### src/rtl/input_tile_scheduler_pkg.sv
// Shared types for the Winograd input-tile scheduler: FSM state encoding and
// the size of the 8-bit tile address space a whole layer must fit in.
package input_tile_scheduler_pkg;

  typedef enum logic [2:0] {
    StIdle,
    StCheck,
    StWaitPe,
    StPrep,
    StStream,
    StDrain,
    StNext,
    StFin
  } sched_state_e;

  localparam int unsigned AddrSpace = 256;

endpackage

### src/rtl/input_tile_scheduler_if.sv
// Handshake bundle between the main controller / transform path and the
// input-tile scheduler. The slave modport is the scheduler's view.
interface input_tile_scheduler_if #(
  parameter int unsigned ID_W  = 4,
  parameter int unsigned DIM_W = 8
);

  logic             start_i;
  logic [ID_W:0]    num_channels_i;
  logic [DIM_W-1:0] block_width_i;
  logic [DIM_W-1:0] block_height_i;
  logic             size_type_i;
  logic             pe_ready_i;
  logic             loop_finished_i;
  logic             data_valid_i_1;
  logic             data_valid_i_2;
  logic [ID_W-1:0]  input_id_o;
  logic             input_prepare_o;
  logic [DIM_W-1:0] block_width_o;
  logic [DIM_W-1:0] block_height_o;
  logic             size_type_o;
  logic             busy_o;
  logic             channel_done_o;
  logic             done_o;
  logic             err_o;
  logic [DIM_W-1:0] tile_cnt_o;

  modport master (
    output start_i, num_channels_i, block_width_i, block_height_i, size_type_i,
           pe_ready_i, loop_finished_i, data_valid_i_1, data_valid_i_2,
    input  input_id_o, input_prepare_o, block_width_o, block_height_o, size_type_o,
           busy_o, channel_done_o, done_o, err_o, tile_cnt_o
  );

  modport slave (
    input  start_i, num_channels_i, block_width_i, block_height_i, size_type_i,
           pe_ready_i, loop_finished_i, data_valid_i_1, data_valid_i_2,
    output input_id_o, input_prepare_o, block_width_o, block_height_o, size_type_o,
           busy_o, channel_done_o, done_o, err_o, tile_cnt_o
  );

endinterface

### src/rtl/input_tile_scheduler_tile_drain_counter.sv
// Per-channel tile counter taking up to two tiles per cycle (saturating), plus
// an idle timer that counts consecutive valid-free cycles while enabled.
module input_tile_scheduler_tile_drain_counter #(
  parameter int unsigned DIM_W         = 8,
  parameter int unsigned DRAIN_TIMEOUT = 64
) (
  input  logic             clk_i,
  input  logic             rst_ni,
  input  logic             clr_i,
  input  logic             cnt_en_i,
  input  logic             tmo_en_i,
  input  logic             valid1_i,
  input  logic             valid2_i,
  output logic [DIM_W-1:0] cnt_o,
  output logic [DIM_W-1:0] cnt_nxt_o,
  output logic             timeout_o
);

  localparam int unsigned     TmoW    = $clog2(DRAIN_TIMEOUT + 1);
  localparam logic [TmoW-1:0] TmoLast = TmoW'(DRAIN_TIMEOUT - 1);
  localparam logic [TmoW-1:0] TmoOne  = TmoW'(1);
  localparam logic [DIM_W:0]  CntMax  = {1'b0, {DIM_W{1'b1}}};

  logic [DIM_W-1:0] cnt_q, cnt_d;
  logic [TmoW-1:0]  tmo_q, tmo_d;
  logic [DIM_W:0]   sum;
  logic [1:0]       adds;
  logic             any_valid;

  always_comb begin
    any_valid = valid1_i | valid2_i;
    adds      = cnt_en_i ? ({1'b0, valid1_i} + {1'b0, valid2_i}) : 2'd0;
    // clr_i restarts from zero but still takes this cycle's tiles
    sum       = (clr_i ? '0 : {1'b0, cnt_q}) + {{(DIM_W-1){1'b0}}, adds};
    cnt_d     = (sum > CntMax) ? CntMax[DIM_W-1:0] : sum[DIM_W-1:0];

    timeout_o = tmo_en_i && !any_valid && (tmo_q == TmoLast);
    if (!tmo_en_i || any_valid) begin
      tmo_d = '0;
    end else begin
      tmo_d = tmo_q + TmoOne;
    end
  end

  always_ff @(posedge clk_i) begin
    if (!rst_ni) begin
      cnt_q <= '0;
      tmo_q <= '0;
    end else begin
      cnt_q <= cnt_d;
      tmo_q <= tmo_d;
    end
  end

  assign cnt_o     = cnt_q;
  assign cnt_nxt_o = cnt_d;

endmodule

### src/rtl/input_tile_scheduler.sv
// Walks the Winograd input transform over every channel of a layer: checks the
// latched config, launches each channel, then waits for its tiles to drain.
module input_tile_scheduler
  import input_tile_scheduler_pkg::*;
#(
  parameter int unsigned ID_W          = 4,
  parameter int unsigned DIM_W         = 8,
  parameter int unsigned DRAIN_TIMEOUT = 64
) (
  input logic                   clk,
  input logic                   reset,
  input_tile_scheduler_if.slave bus
);

  localparam int unsigned     TotW  = 2 * DIM_W + ID_W + 1;
  localparam logic [ID_W:0]   MaxCh = {1'b1, {ID_W{1'b0}}};
  localparam logic [ID_W:0]   ChOne = (ID_W + 1)'(1);
  localparam logic [ID_W-1:0] IdOne = ID_W'(1);

  sched_state_e state_q, state_d;
  logic [ID_W:0]      num_ch_q, num_ch_d;
  logic [DIM_W-1:0]   width_q, width_d, height_q, height_d;
  logic               size_q, size_d;
  logic               err_q, err_d;
  logic [ID_W-1:0]    id_q, id_d;
  logic               cnt_clr, cnt_en, tmo_en, timeout;
  logic [DIM_W-1:0]   tile_cnt, tile_cnt_nxt;
  logic [2*DIM_W-1:0] bcnt, cnt_nxt_ext;
  logic [TotW-1:0]    total;
  logic               cfg_err, any_valid, last_ch;

  assign any_valid   = bus.data_valid_i_1 | bus.data_valid_i_2;
  assign bcnt        = {{DIM_W{1'b0}}, width_q} * {{DIM_W{1'b0}}, height_q};
  assign total       = {{(ID_W + 1){1'b0}}, bcnt} * {{(2 * DIM_W){1'b0}}, num_ch_q};
  assign cnt_nxt_ext = {{DIM_W{1'b0}}, tile_cnt_nxt};
  assign last_ch     = ({1'b0, id_q} == (num_ch_q - ChOne));

  // Per-channel tile block must fit the counter and the whole layer the address space
  assign cfg_err = (width_q == '0) || (height_q == '0) || (num_ch_q == '0) ||
                   (num_ch_q > MaxCh) || (|bcnt[2*DIM_W-1:DIM_W]) ||
                   (total > TotW'(AddrSpace));

  always_comb begin
    state_d  = state_q;
    num_ch_d = num_ch_q;
    width_d  = width_q;
    height_d = height_q;
    size_d   = size_q;
    err_d    = err_q;
    id_d     = id_q;
    cnt_clr  = 1'b0;
    cnt_en   = 1'b0;
    tmo_en   = 1'b0;

    case (state_q)
      StIdle: begin
        if (bus.start_i) begin
          num_ch_d = bus.num_channels_i;
          width_d  = bus.block_width_i;
          height_d = bus.block_height_i;
          size_d   = bus.size_type_i;
          err_d    = 1'b0;
          id_d     = '0;
          cnt_clr  = 1'b1;
          state_d  = StCheck;
        end else if (any_valid) begin
          err_d = 1'b1;
        end
      end
      StCheck: begin
        cnt_en = 1'b1;
        if (cfg_err) begin
          err_d   = 1'b1;
          state_d = StFin;
        end else begin
          state_d = StWaitPe;
        end
      end
      StWaitPe: begin
        if (any_valid) err_d = 1'b1;
        if (bus.pe_ready_i) state_d = StPrep;
      end
      StPrep: begin
        cnt_en  = 1'b1;
        state_d = StStream;
      end
      StStream: begin
        cnt_en = 1'b1;
        if (bus.loop_finished_i) state_d = StDrain;
      end
      StDrain: begin
        cnt_en = 1'b1;
        tmo_en = 1'b1;
        if (cnt_nxt_ext == bcnt) begin
          state_d = StNext;
        end else if ((cnt_nxt_ext > bcnt) || timeout) begin
          err_d   = 1'b1;
          state_d = StFin;
        end
      end
      StNext: begin
        // Tiles landing here belong to the next channel
        cnt_clr = 1'b1;
        cnt_en  = 1'b1;
        id_d    = id_q + IdOne;
        state_d = last_ch ? StFin : StWaitPe;
      end
      StFin: begin
        if (any_valid) err_d = 1'b1;
        state_d = StIdle;
      end
      default: state_d = StIdle;
    endcase
  end

  always_ff @(posedge clk) begin
    if (!reset) begin
      state_q  <= StIdle;
      num_ch_q <= '0;
      width_q  <= '0;
      height_q <= '0;
      size_q   <= 1'b0;
      err_q    <= 1'b0;
      id_q     <= '0;
    end else begin
      state_q  <= state_d;
      num_ch_q <= num_ch_d;
      width_q  <= width_d;
      height_q <= height_d;
      size_q   <= size_d;
      err_q    <= err_d;
      id_q     <= id_d;
    end
  end

  input_tile_scheduler_tile_drain_counter #(
    .DIM_W         (DIM_W),
    .DRAIN_TIMEOUT (DRAIN_TIMEOUT)
  ) u_drain_counter (
    .clk_i     (clk),
    .rst_ni    (reset),
    .clr_i     (cnt_clr),
    .cnt_en_i  (cnt_en),
    .tmo_en_i  (tmo_en),
    .valid1_i  (bus.data_valid_i_1),
    .valid2_i  (bus.data_valid_i_2),
    .cnt_o     (tile_cnt),
    .cnt_nxt_o (tile_cnt_nxt),
    .timeout_o (timeout)
  );

  assign bus.input_id_o      = id_q;
  assign bus.input_prepare_o = (state_q == StPrep);
  assign bus.block_width_o   = width_q;
  assign bus.block_height_o  = height_q;
  assign bus.size_type_o     = size_q;
  assign bus.busy_o          = (state_q != StIdle);
  assign bus.channel_done_o  = (state_q == StNext);
  assign bus.done_o          = (state_q == StFin);
  assign bus.err_o           = err_q;
  assign bus.tile_cnt_o      = tile_cnt;

endmodule

### src/flat_wrapper.sv
// flat-port wrapper written by rule: the top's interface ports become plain ports
module input_tile_scheduler_flat import input_tile_scheduler_pkg::*;
#(
  parameter int unsigned ID_W          = 4,
  parameter int unsigned DIM_W         = 8,
  parameter int unsigned DRAIN_TIMEOUT = 64
)
  (clk, reset, bus_start_i, bus_num_channels_i, bus_block_width_i, bus_block_height_i, bus_size_type_i, bus_pe_ready_i, bus_loop_finished_i, bus_data_valid_i_1, bus_data_valid_i_2, bus_input_id_o, bus_input_prepare_o, bus_block_width_o, bus_block_height_o, bus_size_type_o, bus_busy_o, bus_channel_done_o, bus_done_o, bus_err_o, bus_tile_cnt_o);
  input_tile_scheduler_if #(.ID_W(ID_W), .DIM_W(DIM_W)) bus_i ();
  input logic clk;
  input logic reset;
  input wire logic [$bits(bus_i.start_i)-1:0] bus_start_i;
  input wire logic [$bits(bus_i.num_channels_i)-1:0] bus_num_channels_i;
  input wire logic [$bits(bus_i.block_width_i)-1:0] bus_block_width_i;
  input wire logic [$bits(bus_i.block_height_i)-1:0] bus_block_height_i;
  input wire logic [$bits(bus_i.size_type_i)-1:0] bus_size_type_i;
  input wire logic [$bits(bus_i.pe_ready_i)-1:0] bus_pe_ready_i;
  input wire logic [$bits(bus_i.loop_finished_i)-1:0] bus_loop_finished_i;
  input wire logic [$bits(bus_i.data_valid_i_1)-1:0] bus_data_valid_i_1;
  input wire logic [$bits(bus_i.data_valid_i_2)-1:0] bus_data_valid_i_2;
  output wire logic [$bits(bus_i.input_id_o)-1:0] bus_input_id_o;
  output wire logic [$bits(bus_i.input_prepare_o)-1:0] bus_input_prepare_o;
  output wire logic [$bits(bus_i.block_width_o)-1:0] bus_block_width_o;
  output wire logic [$bits(bus_i.block_height_o)-1:0] bus_block_height_o;
  output wire logic [$bits(bus_i.size_type_o)-1:0] bus_size_type_o;
  output wire logic [$bits(bus_i.busy_o)-1:0] bus_busy_o;
  output wire logic [$bits(bus_i.channel_done_o)-1:0] bus_channel_done_o;
  output wire logic [$bits(bus_i.done_o)-1:0] bus_done_o;
  output wire logic [$bits(bus_i.err_o)-1:0] bus_err_o;
  output wire logic [$bits(bus_i.tile_cnt_o)-1:0] bus_tile_cnt_o;
  assign bus_i.start_i = bus_start_i;
  assign bus_i.num_channels_i = bus_num_channels_i;
  assign bus_i.block_width_i = bus_block_width_i;
  assign bus_i.block_height_i = bus_block_height_i;
  assign bus_i.size_type_i = bus_size_type_i;
  assign bus_i.pe_ready_i = bus_pe_ready_i;
  assign bus_i.loop_finished_i = bus_loop_finished_i;
  assign bus_i.data_valid_i_1 = bus_data_valid_i_1;
  assign bus_i.data_valid_i_2 = bus_data_valid_i_2;
  assign bus_input_id_o = bus_i.input_id_o;
  assign bus_input_prepare_o = bus_i.input_prepare_o;
  assign bus_block_width_o = bus_i.block_width_o;
  assign bus_block_height_o = bus_i.block_height_o;
  assign bus_size_type_o = bus_i.size_type_o;
  assign bus_busy_o = bus_i.busy_o;
  assign bus_channel_done_o = bus_i.channel_done_o;
  assign bus_done_o = bus_i.done_o;
  assign bus_err_o = bus_i.err_o;
  assign bus_tile_cnt_o = bus_i.tile_cnt_o;
  input_tile_scheduler #(.ID_W(ID_W), .DIM_W(DIM_W), .DRAIN_TIMEOUT(DRAIN_TIMEOUT)) u_core (.clk(clk), .reset(reset), .bus(bus_i));
endmodule
### config.mk
export PLATFORM = sky130hd
export DESIGN_NAME = input_tile_scheduler_flat
export DESIGN_NICKNAME = d
export VERILOG_FILES = /design/src/rtl/input_tile_scheduler_pkg.sv /design/src/rtl/input_tile_scheduler_if.sv /design/src/rtl/input_tile_scheduler_tile_drain_counter.sv /design/src/rtl/input_tile_scheduler.sv /design/src/flat_wrapper.sv
export SDC_FILE = /design/constraint.sdc
export NUM_CORES = 1
export LEC_CHECK = 0
export BUFFER_PORTS_ARGS = -buffer_cell sky130_fd_sc_hd__buf_4
export CAP_MARGIN = 20
export CORE_ASPECT_RATIO = 0.9
export CORE_UTILIZATION = 50
export CTS_CLUSTER_DIAMETER = 150
export DETAILED_ROUTE_END_ITERATION = 10
export PLACE_DENSITY_LB_ADDON = 0.1
export REMOVE_ABC_BUFFERS = 1
export SLEW_MARGIN = 20
export SYNTH_ARGS = -nofsm -noshare
export SYNTH_HDL_FRONTEND = slang
export SYNTH_SLANG_ARGS = --single-unit
### constraint.sdc
create_clock -name clk -period 20.2 [get_ports clk]
set_input_delay 2.02 -clock clk [delete_from_list [all_inputs] [get_ports clk]]
set_output_delay 2.02 -clock clk [all_outputs]
set_load 0.01 [all_outputs]
After elaboration in Yosys (flattened, before gate mapping)
Cells that the tools add are included.
- flip-flop bits (word level): 45
- bits of input ports: 29
- output and inout port bits: 34
- word-level logic and storage cells: 88
- add/sub/neg operators: 5
- multiply operators: 2
- order comparisons: 4
- equality and inequality tests: 17
- muxes and demuxes: 23
- bitwise logic cells: 2
- reduce and logical (&&, ||, !) cells: 26
- operator list (operator ; count):
    $pmux 3 s8 ; 1
    $gt 21x9->1 const B ; 1
    $mul 16x5->21 ; 1
    $mux 3 ; 7
    $eq 8x16->1 ; 1
    $gt 8x16->1 ; 1
    $logic_not 8->1 ; 2
    $mul 8x8->16 ; 1
    $mux 8 ; 2
    $eq 3x3->1 const B ; 4
    $add 8x2->9 ; 1
    $gt 9x8->1 const B ; 1
    $mux 1 ; 8
    $ne 2x2->1 const B ; 4
    $pmux 4 s2 ; 1
    $reduce_and 4->1 ; 2
    $reduce_or 8->1 ; 1
    $add 7x1->7 const B ; 1
    $eq 7x6->1 const B ; 1
    $logic_or 1x1->1 ; 7
    $eq 3x2->1 const B ; 2
    $eq 4x5->1 ; 1
    $gt 5x5->1 const B ; 1
    $logic_not 5->1 ; 1
    21 further kinds ; 26

Depth between registers and ports, before layout
- word-level depth: 12
- mapped depth: 34
- depth with buffers taken out: 31

Cells and area by module
A second synthesis with hierarchy kept.
- cell total of the unflattened synthesis: 897
- area total of the unflattened synthesis: 7295.7 µm²
- modules (own cells, without submodules) (module ; instances ; cells each ; area each (µm²) ; seq. area each (µm²)):
    input_tile_scheduler ; 1 ; 799 ; 6459.9 ; 600.6
    input_tile_scheduler_tile_drain_counter ; 1 ; 98 ; 835.8 ; 300.3

Least setup slack after synthesis
Ideal clock, no wire load.
- path kind: flip-flop to flip-flop
- from: reg u_core.width_q[2], in the netlist u_core.bus.block_width_o[2]
- to: reg u_core.state_q[2]
- setup time: 0.134 ns
- arrival: 8.423 ns
- data required time: 20.066 ns
- path slack: 11.643 ns
- stages on the path, launching flop included: 29
- path buffers: 1
- period minus slack after synthesis: 8.557 ns
- path through: dfxtp_1 -> clkbuf_1 -> and2_1 -> fa_1 -> fa_1 -> fa_1 -> inv_1 -> fa_1 -> inv_1 -> ha_1 -> a21o_1 -> or4_1 -> o32ai_2 -> nor2_1 -> and2_1 -> fa_1 -> fa_1 -> inv_1 -> fa_1 -> inv_1 -> ha_1 -> or3_1 -> a221o_1 -> nor3_2 -> o221ai_1 -> or4_1 -> or4b_4 -> o31ai_1 -> a32oi_1
- cells in the longest elaborated chain, start to end: 8
- elaborated cells on any way between the ends: 18
- classes of those cells: mul (2); order compare (2); eq/ne (2); mux (3); reduce/logical (9)
- RTL lines (element ; line ; RTL):
    start: declaration ; input_tile_scheduler.sv:22 ; logic [DIM_W-1:0] width_q, width_d, height_q, height_d;
    start signal: assignment ; input_tile_scheduler.sv:128 ; width_q <= width_d;
    branches (longest 8 deep; another with $mul 16x5->21) ; - ;
    end signal: assignment ; input_tile_scheduler.sv:118 ; state_q <= StIdle;
    end signal: assignment ; input_tile_scheduler.sv:126 ; state_q <= state_d;
    end: declaration ; input_tile_scheduler.sv:20 ; sched_state_e state_q, state_d;
Several ways; the timed one is not identified.
A chain may end at the register's enable or synchronous reset.

Worst setup path in the final report
- from: reg u_core.width_q[0], in the netlist u_core.bus.block_width_o[0]
- to: reg u_core.state_q[2]
The elaborated chain is that of the path after synthesis.

==> impl_metrics.tcl <==
set metrics [dict create \
    status "finished, final reports clean" \
    grt_setup_unrepaired "no" \
    drv_cap 0 \
    portBuffers 62 \
    track_usage_pct 23.0 \
    hp-class "reg -> reg" \
    core_mm2 0.0142 \
    synth-async-reset-ratio_pct 0 \
    dpl.cell_count 1113 \
    vias 6002 \
    drt-wirelength-per-cell_um 14.7 \
    rows 41 \
    p_leak_uw 0.00402 \
    maxSlewViolCount 0 \
    hold_viol_final 0 \
    cts_max_level 2 \
    worst_path_most_repeated_cell "fa_1" \
    power_uw 386 \
    finalWirelength_mm 16.4 \
    r2r_end "u_core.state_q[2]" \
    areaGrowthSynthToFinish_pct 8.93 \
    fin_skew_ns 0.00492 \
    io_pins 63 \
    die-area_mm2 0.0152 \
    rrSetupSlack_ns 11.06 \
    ir_worst_vdd_mv 0.0307 \
    crit_buf_inv 3 \
    overflow 0 \
    arrival_ns 9.30 \
    tns_ns 0 \
    setup_viol 0 \
    fmax_mhz 109 \
    cp.required_ns 20.36 \
    cpLargestDelayFamily "adder cells" \
    ant_nets 0 \
    drtIter0Drc 345 \
    slowest_delay_ns 0.58 \
    final_cell_mix "inv_1, nand2_1, and2_1" \
    nets 1115 \
    cts_buffers 5 \
    synth_edf_count 0 \
    initial_utilization_pct 51.8 \
    n_antenna_cell 0 \
    grt_pass1_wl_mm 27.5 \
    syn_area_mm2 0.00736 \
    fin_util_pct 56.4 \
    cts.path.max_buffers 2 \
    min_path_cells 1 \
    avgViaCountPerCell 5.36 \
    drc 0 \
    min_period_over_period_pct 45.3 \
    holdPathEnd "u_core.u_drain_counter.tmo_q[0]" \
    synth_seq_cells 45 \
    die_x_um 130 \
    cts_tree "done" \
    r2r-start "u_core.bus.block_width_o[0]" \
    dominantRegCellSynth "dfxtp_1" \
    synth_cell_types 77 \
    dp_hpwl_mm 13.6 \
    reg2regPathDepth 27 \
    final_common_cell "inv_1" \
    synth-seq-area-share_pct 12.2 \
    clock-root-buffer "clkbuf_16" \
    post_cts.repair.setup_buffers 0 \
    worstMarginPinSlew_ns 0.948 \
    drive_gt1_share_pct 9.60 \
    die_h_um 117 \
    power_density_mw_per_mm2 48.1 \
    clock_latency_ns 0.29 \
    cts.reportedPaths.clkPinSlew_ns 0.06 \
    setup.worst_path.end_class "register" \
    final_cells 1120 \
    cts-hold-fix-buffers 0 \
    hold_start "u_core.u_drain_counter.tmo_q[0]" \
    cts_resized 0 \
    avgSynthCellArea_um2 8.18 \
    globalplace.congestion 0.832 \
    antenna_found_initial 0 \
    min_period_ns 9.14 \
    synthCells 900 \
    drt_first_pass_iters 5 \
    max_slew_margin_pct 36.6 \
    startpoint_type "register" \
    critPathSlowestCell "dfxtp_1" \
    crit_fanout 14 \
    clkSinkCount 45 \
    grt_max_degree 42 \
    grt_pass1_vias 5464 \
    path_class "reg -> reg" \
    ys.warnings.count 0 \
]
[final cells by class]
type	count	area [um2]
Fill cell	1343	6190
Multi-Input combinational cell	692	5790
Sequential cell	45	901
Timing Repair Buffer	62	465
Inverter	121	454
Tap cell	193	241
Clock buffer	5	125
Clock inverter	2	35.0
[worst max path at each step]
| stage | to | start | cells after the start | slack, ns |
|---|---|---|---|---|
| after global placement | u_core.state_q[2] | u_core.bus.block_width_o[0] | 27 | 11.34 |
| after floorplan | u_core.state_q[2] | u_core.bus.block_height_o[6] | 27 | 11.75 |
| after CTS | u_core.state_q[2] | u_core.bus.block_width_o[0] | 27 | 11.09 |
| after detailed placement | u_core.state_q[2] | u_core.bus.block_width_o[0] | 27 | 11.15 |
| final | u_core.state_q[2] | u_core.bus.block_width_o[0] | 27 | 11.06 |
| after global routing | u_core.state_q[2] | u_core.bus.block_width_o[2] | 27 | 10.54 |
[per-layer routing]
layer  global-route usage, %  wire [um]
met5                       0          0
met2                    33.4       7030
met3                    2.09        682
met4                    5.19        135
met1                    36.4       8590
[state kept, by name (all words and copies together) (netlist names)]
signal	cells
u_core.bus.block_width_o	8
u_core.bus.input_id_o	4
u_core.u_drain_counter.cnt_o	8
u_core.bus.size_type_o	1
u_core.state_q	3
u_core.num_ch_q	5
u_core.bus.err_o	1
u_core.bus.block_height_o	8
u_core.u_drain_counter.tmo_q	7
[power breakdown]
part	leakage [uW]	internal, uW	switching, uW
combinational	0.00358	72.5	95.2
clock	0.0000797	57.5	34.5
sequential	0.000366	98.9	27.3
total	0.00402	229	157
[cell families after synthesis]
family / after synthesis / synth area share (%)
AOI/OAI and AO/OA: 151 / 14.7
adders and majority gates: 159 / 35.1
buffers and inverters: 163 / 9.11
xor gates and xnor gates: 29 / 3.71
muxes: 3 / 0.425
and+or+nand+nor: 350 / 24.7
DFF: 45 / 12.2
[per-stage QoR]
| stage | hold WS [ns] | setup slack, ns | cell area [um2] |
|---|---|---|---|
| floorplan | 0.418 | 11.75 | 7140 |
| global placement | 0.428 | 11.34 | 7850 |
| detailed placement | 0.437 | 11.15 | 7850 |
| CTS | 0.446 | 11.09 | 8010 |
| global route | 0.487 | 10.54 | 8020 |
| finish | 0.445 | 11.06 | 8020 |
[cells in the mapped netlist (8+ instances only)]
library cell	n	area, um2
nand4_1	8	50.1
dfxtp_1	45	901
fa_1	79	1580
and3_1	17	106
nor3_1	11	55.1
or3_1	8	50.1
nor2_1	39	146
nor4_1	8	50.1
xnor2_1	16	140
o21ai_0	21	105
inv_1	120	450
clkbuf_1	29	109
nand2b_1	11	68.8
nand3_1	20	100
a21o_1	11	82.6
a21boi_0	25	188
nand2_1	110	413
and2_1	88	551
a21oi_1	27	135
nor2b_1	9	56.3
xor2_1	12	105
ha_1	80	1000
No activity file was read; power rests on OpenSTA's default activity.
